[src/rtl/user_guard_pkg.sv]
// Shared types for the user-core NMI guard: FSM states, error causes and
// the byte-strobe legality check.
package user_guard_pkg;

    typedef enum logic [1:0] {
        ST_IDLE = 2'd0,
        ST_FWD  = 2'd1,
        ST_RESP = 2'd2,
        ST_ERR  = 2'd3
    } guard_state_e;

    typedef enum logic [1:0] {
        CAUSE_NONE    = 2'b00,
        CAUSE_BLOCKED = 2'b01,
        CAUSE_TIMEOUT = 2'b10,
        CAUSE_WSTRB   = 2'b11
    } err_cause_e;

    // Only naturally aligned byte, halfword and word strobes reach the SoC.
    function automatic logic wstrb_legal(input logic [3:0] wstrb);
        logic ok;
        case (wstrb)
            4'b0000, 4'b0001, 4'b0010, 4'b0100,
            4'b1000, 4'b0011, 4'b1100, 4'b1111: ok = 1'b1;
            default:                            ok = 1'b0;
        endcase
        return ok;
    endfunction

endpackage

[src/rtl/nmi_if.sv]
// Native memory interface bundle between the user core, the guard and the SoC.
interface nmi_if;
    logic        valid;
    logic        ready;
    logic [31:0] addr;
    logic [31:0] wdata;
    logic [3:0]  wstrb;
    logic [31:0] rdata;

    modport master (
        output valid, addr, wdata, wstrb,
        input  ready, rdata
    );

    modport slave (
        input  valid, addr, wdata, wstrb,
        output ready, rdata
    );
endinterface

[src/rtl/user_guard_wdog.sv]
// Downstream wait timer: counts forwarded cycles and flags the last one
// allowed before the guard aborts; holds at that value instead of wrapping.
module user_guard_wdog #(
    parameter int TIMEOUT_CYCLES = 1024
) (
    input  logic clk_i,
    input  logic rst_n_i,
    input  logic clr,
    input  logic en,
    output logic expired
);
    localparam int CNT_W = $clog2(TIMEOUT_CYCLES);
    localparam logic [CNT_W-1:0] CNT_LAST = CNT_W'(TIMEOUT_CYCLES - 1);

    logic [CNT_W-1:0] cnt;

    always_ff @(posedge clk_i) begin
        if (!rst_n_i) begin
            cnt <= '0;
        end else if (clr) begin
            cnt <= '0;
        end else if (en && (cnt != CNT_LAST)) begin
            cnt <= cnt + CNT_W'(1);
        end
    end

    assign expired = (cnt == CNT_LAST);

endmodule

[src/rtl/user_nmi_guard.sv]
// Guard between a user core NMI master and the SoC: blocks a protected
// address window, rejects odd byte strobes and aborts stalled transfers.
//
// state | meaning
// IDLE  | waiting for core.valid; request is classified and captured here
// FWD   | registered request presented on soc, wait timer running
// RESP  | one cycle of core.ready with the captured soc.rdata
// ERR   | one cycle of core.ready with ERR_RDATA, no soc transfer
module user_nmi_guard
    import user_guard_pkg::*;
#(
    parameter int          TIMEOUT_CYCLES = 1024,
    parameter logic [31:0] ERR_RDATA      = 32'hDEAD_BEEF,
    parameter logic [31:0] BLK_BASE       = 32'hF000_0000,
    parameter logic [31:0] BLK_MASK       = 32'hF000_0000
) (
    input  logic        clk_i,
    input  logic        rst_n_i,
    nmi_if.slave        core,
    nmi_if.master       soc,
    input  logic        err_clr_i,
    output logic        err_irq_o,
    output logic [1:0]  err_cause_o,
    output logic [31:0] err_addr_o
);

    guard_state_e state;

    logic [31:0] req_addr;
    logic [31:0] req_wdata;
    logic [3:0]  req_wstrb;
    logic        soc_valid_q;
    logic        core_ready_q;
    logic [31:0] core_rdata_q;

    logic        irq_q;
    err_cause_e  cause_q;
    logic [31:0] err_addr_q;

    logic        req_blocked;
    logic        req_wstrb_ok;
    logic        wdog_clr;
    logic        wdog_en;
    logic        wdog_expired;

    logic        new_err;
    err_cause_e  new_cause;
    logic [31:0] new_err_addr;

    assign req_blocked  = ((core.addr & BLK_MASK) == BLK_BASE);
    assign req_wstrb_ok = wstrb_legal(core.wstrb);

    assign wdog_clr = (state == ST_IDLE) && core.valid && !req_blocked && req_wstrb_ok;
    assign wdog_en  = (state == ST_FWD) && !soc.ready;

    user_guard_wdog #(
        .TIMEOUT_CYCLES(TIMEOUT_CYCLES)
    ) u_wdog (
        .clk_i   (clk_i),
        .rst_n_i (rst_n_i),
        .clr     (wdog_clr),
        .en      (wdog_en),
        .expired (wdog_expired)
    );

    // A blocked address outranks a bad strobe; a soc.ready on the final
    // wait cycle still completes normally.
    always_comb begin
        new_err      = 1'b0;
        new_cause    = CAUSE_NONE;
        new_err_addr = req_addr;
        if ((state == ST_IDLE) && core.valid) begin
            new_err_addr = core.addr;
            if (req_blocked) begin
                new_err   = 1'b1;
                new_cause = CAUSE_BLOCKED;
            end else if (!req_wstrb_ok) begin
                new_err   = 1'b1;
                new_cause = CAUSE_WSTRB;
            end
        end else if ((state == ST_FWD) && !soc.ready && wdog_expired) begin
            new_err   = 1'b1;
            new_cause = CAUSE_TIMEOUT;
        end
    end

    always_ff @(posedge clk_i) begin
        if (!rst_n_i) begin
            state        <= ST_IDLE;
            soc_valid_q  <= 1'b0;
            core_ready_q <= 1'b0;
            core_rdata_q <= '0;
            req_addr     <= '0;
            req_wdata    <= '0;
            req_wstrb    <= '0;
        end else begin
            core_ready_q <= 1'b0;
            core_rdata_q <= '0;
            case (state)
                ST_IDLE: begin
                    if (core.valid) begin
                        req_addr  <= core.addr;
                        req_wdata <= core.wdata;
                        req_wstrb <= core.wstrb;
                        if (new_err) begin
                            state        <= ST_ERR;
                            core_ready_q <= 1'b1;
                            core_rdata_q <= ERR_RDATA;
                        end else begin
                            state       <= ST_FWD;
                            soc_valid_q <= 1'b1;
                        end
                    end
                end
                ST_FWD: begin
                    if (soc.ready) begin
                        state        <= ST_RESP;
                        soc_valid_q  <= 1'b0;
                        core_ready_q <= 1'b1;
                        core_rdata_q <= soc.rdata;
                    end else if (wdog_expired) begin
                        state        <= ST_ERR;
                        soc_valid_q  <= 1'b0;
                        core_ready_q <= 1'b1;
                        core_rdata_q <= ERR_RDATA;
                    end
                end
                ST_RESP: state <= ST_IDLE;
                ST_ERR:  state <= ST_IDLE;
                default: state <= ST_IDLE;
            endcase
        end
    end

    // The first error since the last clear is kept; a clear coinciding
    // with a new error lets the new one load.
    always_ff @(posedge clk_i) begin
        if (!rst_n_i) begin
            irq_q      <= 1'b0;
            cause_q    <= CAUSE_NONE;
            err_addr_q <= '0;
        end else if (new_err) begin
            irq_q <= 1'b1;
            if (!irq_q || err_clr_i) begin
                cause_q    <= new_cause;
                err_addr_q <= new_err_addr;
            end
        end else if (err_clr_i) begin
            irq_q      <= 1'b0;
            cause_q    <= CAUSE_NONE;
            err_addr_q <= '0;
        end
    end

    assign soc.valid  = soc_valid_q;
    assign soc.addr   = req_addr;
    assign soc.wdata  = req_wdata;
    assign soc.wstrb  = req_wstrb;

    assign core.ready = core_ready_q;
    assign core.rdata = core_rdata_q;

    assign err_irq_o   = irq_q;
    assign err_cause_o = cause_q;
    assign err_addr_o  = err_addr_q;

endmodule
[src/flat_wrapper.sv]
// flat-port wrapper written by rule: the top's interface ports become plain ports
module user_nmi_guard_flat import user_guard_pkg::*;
#(
    parameter int          TIMEOUT_CYCLES = 1024,
    parameter logic [31:0] ERR_RDATA      = 32'hDEAD_BEEF,
    parameter logic [31:0] BLK_BASE       = 32'hF000_0000,
    parameter logic [31:0] BLK_MASK       = 32'hF000_0000
)
  (clk_i, rst_n_i, err_clr_i, err_irq_o, err_cause_o, err_addr_o, core_valid, core_addr, core_wdata, core_wstrb, core_ready, core_rdata, soc_valid, soc_addr, soc_wdata, soc_wstrb, soc_ready, soc_rdata);
  nmi_if core_i ();
  nmi_if soc_i ();
  input  logic clk_i;
  input  logic rst_n_i;
  input  logic err_clr_i;
  output logic err_irq_o;
  output logic [1:0] err_cause_o;
  output logic [31:0] err_addr_o;
  input wire logic [$bits(core_i.valid)-1:0] core_valid;
  input wire logic [$bits(core_i.addr)-1:0] core_addr;
  input wire logic [$bits(core_i.wdata)-1:0] core_wdata;
  input wire logic [$bits(core_i.wstrb)-1:0] core_wstrb;
  output wire logic [$bits(core_i.ready)-1:0] core_ready;
  output wire logic [$bits(core_i.rdata)-1:0] core_rdata;
  output wire logic [$bits(soc_i.valid)-1:0] soc_valid;
  output wire logic [$bits(soc_i.addr)-1:0] soc_addr;
  output wire logic [$bits(soc_i.wdata)-1:0] soc_wdata;
  output wire logic [$bits(soc_i.wstrb)-1:0] soc_wstrb;
  input wire logic [$bits(soc_i.ready)-1:0] soc_ready;
  input wire logic [$bits(soc_i.rdata)-1:0] soc_rdata;
  assign core_i.valid = core_valid;
  assign core_i.addr = core_addr;
  assign core_i.wdata = core_wdata;
  assign core_i.wstrb = core_wstrb;
  assign core_ready = core_i.ready;
  assign core_rdata = core_i.rdata;
  assign soc_valid = soc_i.valid;
  assign soc_addr = soc_i.addr;
  assign soc_wdata = soc_i.wdata;
  assign soc_wstrb = soc_i.wstrb;
  assign soc_i.ready = soc_ready;
  assign soc_i.rdata = soc_rdata;
  user_nmi_guard #(.TIMEOUT_CYCLES(TIMEOUT_CYCLES), .ERR_RDATA(ERR_RDATA), .BLK_BASE(BLK_BASE), .BLK_MASK(BLK_MASK)) u_core (.clk_i(clk_i), .rst_n_i(rst_n_i), .core(core_i), .soc(soc_i), .err_clr_i(err_clr_i), .err_irq_o(err_irq_o), .err_cause_o(err_cause_o), .err_addr_o(err_addr_o));
endmodule
[config.mk]
export PLATFORM = sky130hd
export DESIGN_NAME = user_nmi_guard_flat
export DESIGN_NICKNAME = d
export VERILOG_FILES = /design/src/rtl/user_guard_pkg.sv /design/src/rtl/nmi_if.sv /design/src/rtl/user_guard_wdog.sv /design/src/rtl/user_nmi_guard.sv /design/src/flat_wrapper.sv
export SDC_FILE = /design/constraint.sdc
export NUM_CORES = 1
export LEC_CHECK = 0
export CORE_MARGIN = 3
export CORE_UTILIZATION = 38
export CTS_CLUSTER_DIAMETER = 120
export DETAILED_ROUTE_END_ITERATION = 8
export PLACE_DENSITY = 0.87
export SLEW_MARGIN = 20
export SYNTH_ARGS = -nofsm -noshare
export SYNTH_HDL_FRONTEND = slang
export SYNTH_SLANG_ARGS = --single-unit
[constraint.sdc]
create_clock -name clk_i -period 1.75 [get_ports clk_i]
set_input_delay 0.2625 -clock clk_i [delete_from_list [all_inputs] [get_ports clk_i]]
set_output_delay 0.2625 -clock clk_i [all_outputs]
set_load 0.005 [all_outputs]
==> results.sh <==
export IMPL_finalCoreUtilization_pct=65.2
export IMPL_finClkSkew_ns=0.00561
export IMPL_hold_class="in -> reg"
export IMPL_cp_start_kind="flip-flop"
export IMPL_layout_drive_gt1_share_pct=12.2
export IMPL_grt_max_degree=39
export IMPL_clock_path_buffers=2
export IMPL_p_sw_uw=2080
export IMPL_path_buf_inv=1
export IMPL_power_density_nw_per_um2=957
export IMPL_dpl_hpwl_mm=11.7
export IMPL_synth_cell_types=43
export IMPL_end_kind="flip-flop"
export IMPL_grt_use_total_pct=20.0
export IMPL_clock_power_share_pct=41.8
export IMPL_grt_busiest_layer="met2"
export IMPL_grt_pass1_vias=5131
export IMPL_combPwrFrac_pct=16.3
export IMPL_leakage_uw=0.00372
export IMPL_antenna_found_initial=0
export IMPL_use_met3_pct=7.65
export IMPL_worstSetupPathType="reg -> reg"
export IMPL_path_cells="ha_4, nand3_4, nand2b_4, or3_4, a21oi_4, clkbuf_16, o22ai_1"
export IMPL_slew_headroom_pct=60.3
export IMPL_cts_sinks=149
export IMPL_core_region_area_um2=14100
export IMPL_syn_area_per_cell_um2=9.25
export IMPL_peakVddDrop_mv=0.740
export IMPL_std_cell_rows=43
export IMPL_dp_slack_ns=-0.620
export IMPL_fin_cells=1056
export IMPL_ant_nets=0
export IMPL_yosys_warnings=0
export IMPL_outcome="finished, violations left"
export IMPL_finalCritPeriodShare_pct=103
export IMPL_final_hold_viol_count=0
export IMPL_cp_slowest_cell="dfxtp_2"
export IMPL_cts_buffers=17
export IMPL_cts_tree="built"
export IMPL_synthCells=602
export IMPL_ioPinCount=242
export IMPL_setup_viol=32
export IMPL_internal_power_uw=6710
export IMPL_cp_arrival_ns=2.11
export IMPL_cts_root_buf="clkbuf_16"
export IMPL_syn_nets=709
export IMPL_viasPerCell=4.82
export IMPL_critical_path_max_fanout=8
export IMPL_max_freq_mhz=553
export IMPL_maxSlewViolCount=0
export IMPL_seqPwrFrac_pct=41.9
export IMPL_cap_violations=0
export IMPL_port_buffers=241
export IMPL_route_detailed_drc=0
export IMPL_cp_slowest_stage_delay_ns=0.36
export IMPL_cp_top_family="simple AND/OR/NAND/NOR gates"
export IMPL_die_h_um=127
export IMPL_nets=971
export IMPL_violations="setup timing"
export IMPL_gr_total_overflow=0
export IMPL_grt_util_met1_pct=21.9
export IMPL_drt_wl_total_mm=16.8
export IMPL_synth_seq_cells=149
export IMPL_switching_share_pct=23.6
export IMPL_vias=5089
export IMPL_critPathRequiredTime_ns=2.05
export IMPL_holdWs_ns=0.140
export IMPL_htree_levels=4
export IMPL_clk_pin_slew_ns=0.06
export IMPL_drtPass1Iterations=4
export IMPL_fin_total_pwr_uw=8790
export IMPL_setup_slack_ns=-0.0584
export IMPL_worstMarginPinSlew_ns=0.595
export IMPL_insertedDiodeCount=0
export IMPL_yosysSeqAreaShare_pct=53.5
export IMPL_dieArea_um2=16100
export IMPL_place_inst=1019
export IMPL_use_met2_pct=35.0
export IMPL_die_w_um=127
export IMPL_gp_congestion=0.783
export IMPL_syn_to_final_growth_pct=64.9
export IMPL_clkLatencyLatePin_ns=0.41
export IMPL_rsz0062_at_grt="yes"
export IMPL_synth_area_um2=5570
export IMPL_initial_core_util_pct=39.5
export IMPL_grt_pass1_wl_mm=25.7
export IMPL_drtIter0Drc=315
export IMPL_wire_per_inst_um=15.9
export IMPL_period_needed_ns=1.81
worst paths after layout:
path,from,slack [ns],end,cells past startpoint
setup / recovery,u_core.u_wdog.cnt[0],-0.06,u_core.err_addr_o[8],7
hold / removal,core_wstrb[1],0.14,u_core.soc.wstrb[1],3
setup reg to reg,u_core.u_wdog.cnt[0],-0.06,u_core.err_addr_o[8],7
hold reg to reg,u_core.soc.wstrb[1],0.46,u_core.soc.wstrb[1],2
through the flow:
step                      cell area [µm²]  setup TNS [ns]
after floorplan                      5580               0
after global placement               8410          -40.57
after detailed placement             8410          -46.93
after CTS                            9060               0
after global routing                 9190           -3.72
final                                9190           -1.49
power groups by stage:
| stage | sequential, µW | combinational (µW) | clock (µW) |
|---|---|---|---|
| global placement | 3750 | 1360 | 0 |
| finish | 3690 | 1430 | 3670 |
| CTS | 3690 | 1400 | 3740 |
| global route | 3710 | 1550 | 3890 |
| floorplan | 3770 | 519 | 0 |
| detailed placement | 3760 | 1380 | 0 |
cells in the mapped netlist:
master	count	share of area [%]
and3_1	1	0.11
buf_6	3	0.61
dfxtp_1	149	54
inv_1	36	2.4
nand2b_4	1	0.25
nand2b_1	34	3.8
nor2b_1	2	0.22
xor2_1	1	0.16
nor2_1	18	1.2
nor4_1	2	0.22
ha_1	2	0.45
nor4b_1	1	0.16
nand4_1	1	0.11
xnor2_1	5	0.79
a21oi_1	27	2.4
buf_1	4	0.27
o221a_2	1	0.20
nor3b_1	3	0.40
o22ai_2	8	1.8
nor3b_4	1	0.34
o221ai_1	1	0.16
or3b_1	1	0.16
a211oi_1	1	0.13
a21o_1	1	0.13
nand4_2	1	0.22
and2_1	8	0.90
nand2_1	114	7.7
or2b_1	2	0.27
nor3_1	8	0.72
buf_2	12	1.1
o21ai_1	1	0.090
or3_4	1	0.20
a21oi_4	1	0.29
o311a_1	1	0.18
o21ai_0	25	2.2
a21oi_2	1	0.16
nand3_1	4	0.36
o21a_1	2	0.27
mux2i_1	32	5.8
a31oi_1	1	0.11
a21boi_0	39	5.3
clkbuf_1	21	1.4
o22ai_1	24	2.7
registers in the layout, summed over array words and instances (netlist names):
register and flops:
u_core.err_irq_o 1, u_core.soc.addr 32, u_core.soc.valid 1, u_core.soc.wdata 32, u_core.state 2, u_core.err_addr_o 32
u_core.core.rdata 32, u_core.core.ready 1, u_core.soc.wstrb 4, u_core.u_wdog.cnt 10, u_core.err_cause_o 2
worst min-delay path, stage by stage:
cell,delay [ns]
dlymetal6s2s_1,0.13
nand2_1,0.05
a21boi_0,0.06
cells by family after synthesis:
logic type               after synthesis  share of synthesized area, %
AND/OR/NAND/NOR                      203                          17.4
XOR/XNOR                               6                         0.943
buffers and inverters                 76                          5.80
adder cells (fa/ha/maj)                2                         0.449
multiplexers                          32                          5.75
flip-flops                           149                          53.5
AO/OA/AOI/OAI                        134                          16.2
what timing repair did:
item / in CTS / in global routing
setup buffers: 1 / 2
endpoints found under the setup margin: 60 / 62
cloned: 0 / 3
pin swaps: 5 / 2
gates resized for setup: 13 / 9
hold buffers: 0 / 0
per-layer routing:
| layer | up-vias | wire length, µm |
|---|---|---|
| met1 | 2380 | 6730 |
| met3 | 25 | 1220 |
| li1 | 2523 | - |
| met4 | 0 | 333 |
| met2 | 161 | 8500 |
| met5 | - | 0 |
cells in the final DEF, fill, tap and decap left out, drive strengths merged, types with 2 or more instances in the layout:
| cell | count |
|---|---|
| nor2 | 18 |
| buf | 41 |
| clkdlybuf4s50 | 238 |
| xnor2 | 5 |
| nor3 | 8 |
| nand3 | 4 |
| clkbuf | 21 |
| mux2i | 32 |
| or2b | 2 |
| o21a | 2 |
| nor2b | 2 |
| a21oi | 29 |
| inv | 36 |
| and2 | 8 |
| clkinv | 8 |
| bufinv | 3 |
| nor3b | 4 |
| o22ai | 32 |
| nand2b | 35 |
| nand4 | 2 |
| a21boi | 39 |
| nor4 | 2 |
| nand2 | 114 |
| o21ai | 26 |
| dfxtp | 149 |
| ha | 2 |
layout make-up:
class,instances,area (µm²)
sequential,149,2990
inverter,36,135
multi-input combinational,377,2380
timing repair buffer,283,2860
fill,1103,4910
tap,180,225
clock inverter,12,156
clock buffer,19,443
(Power assumes the default switching activity.)
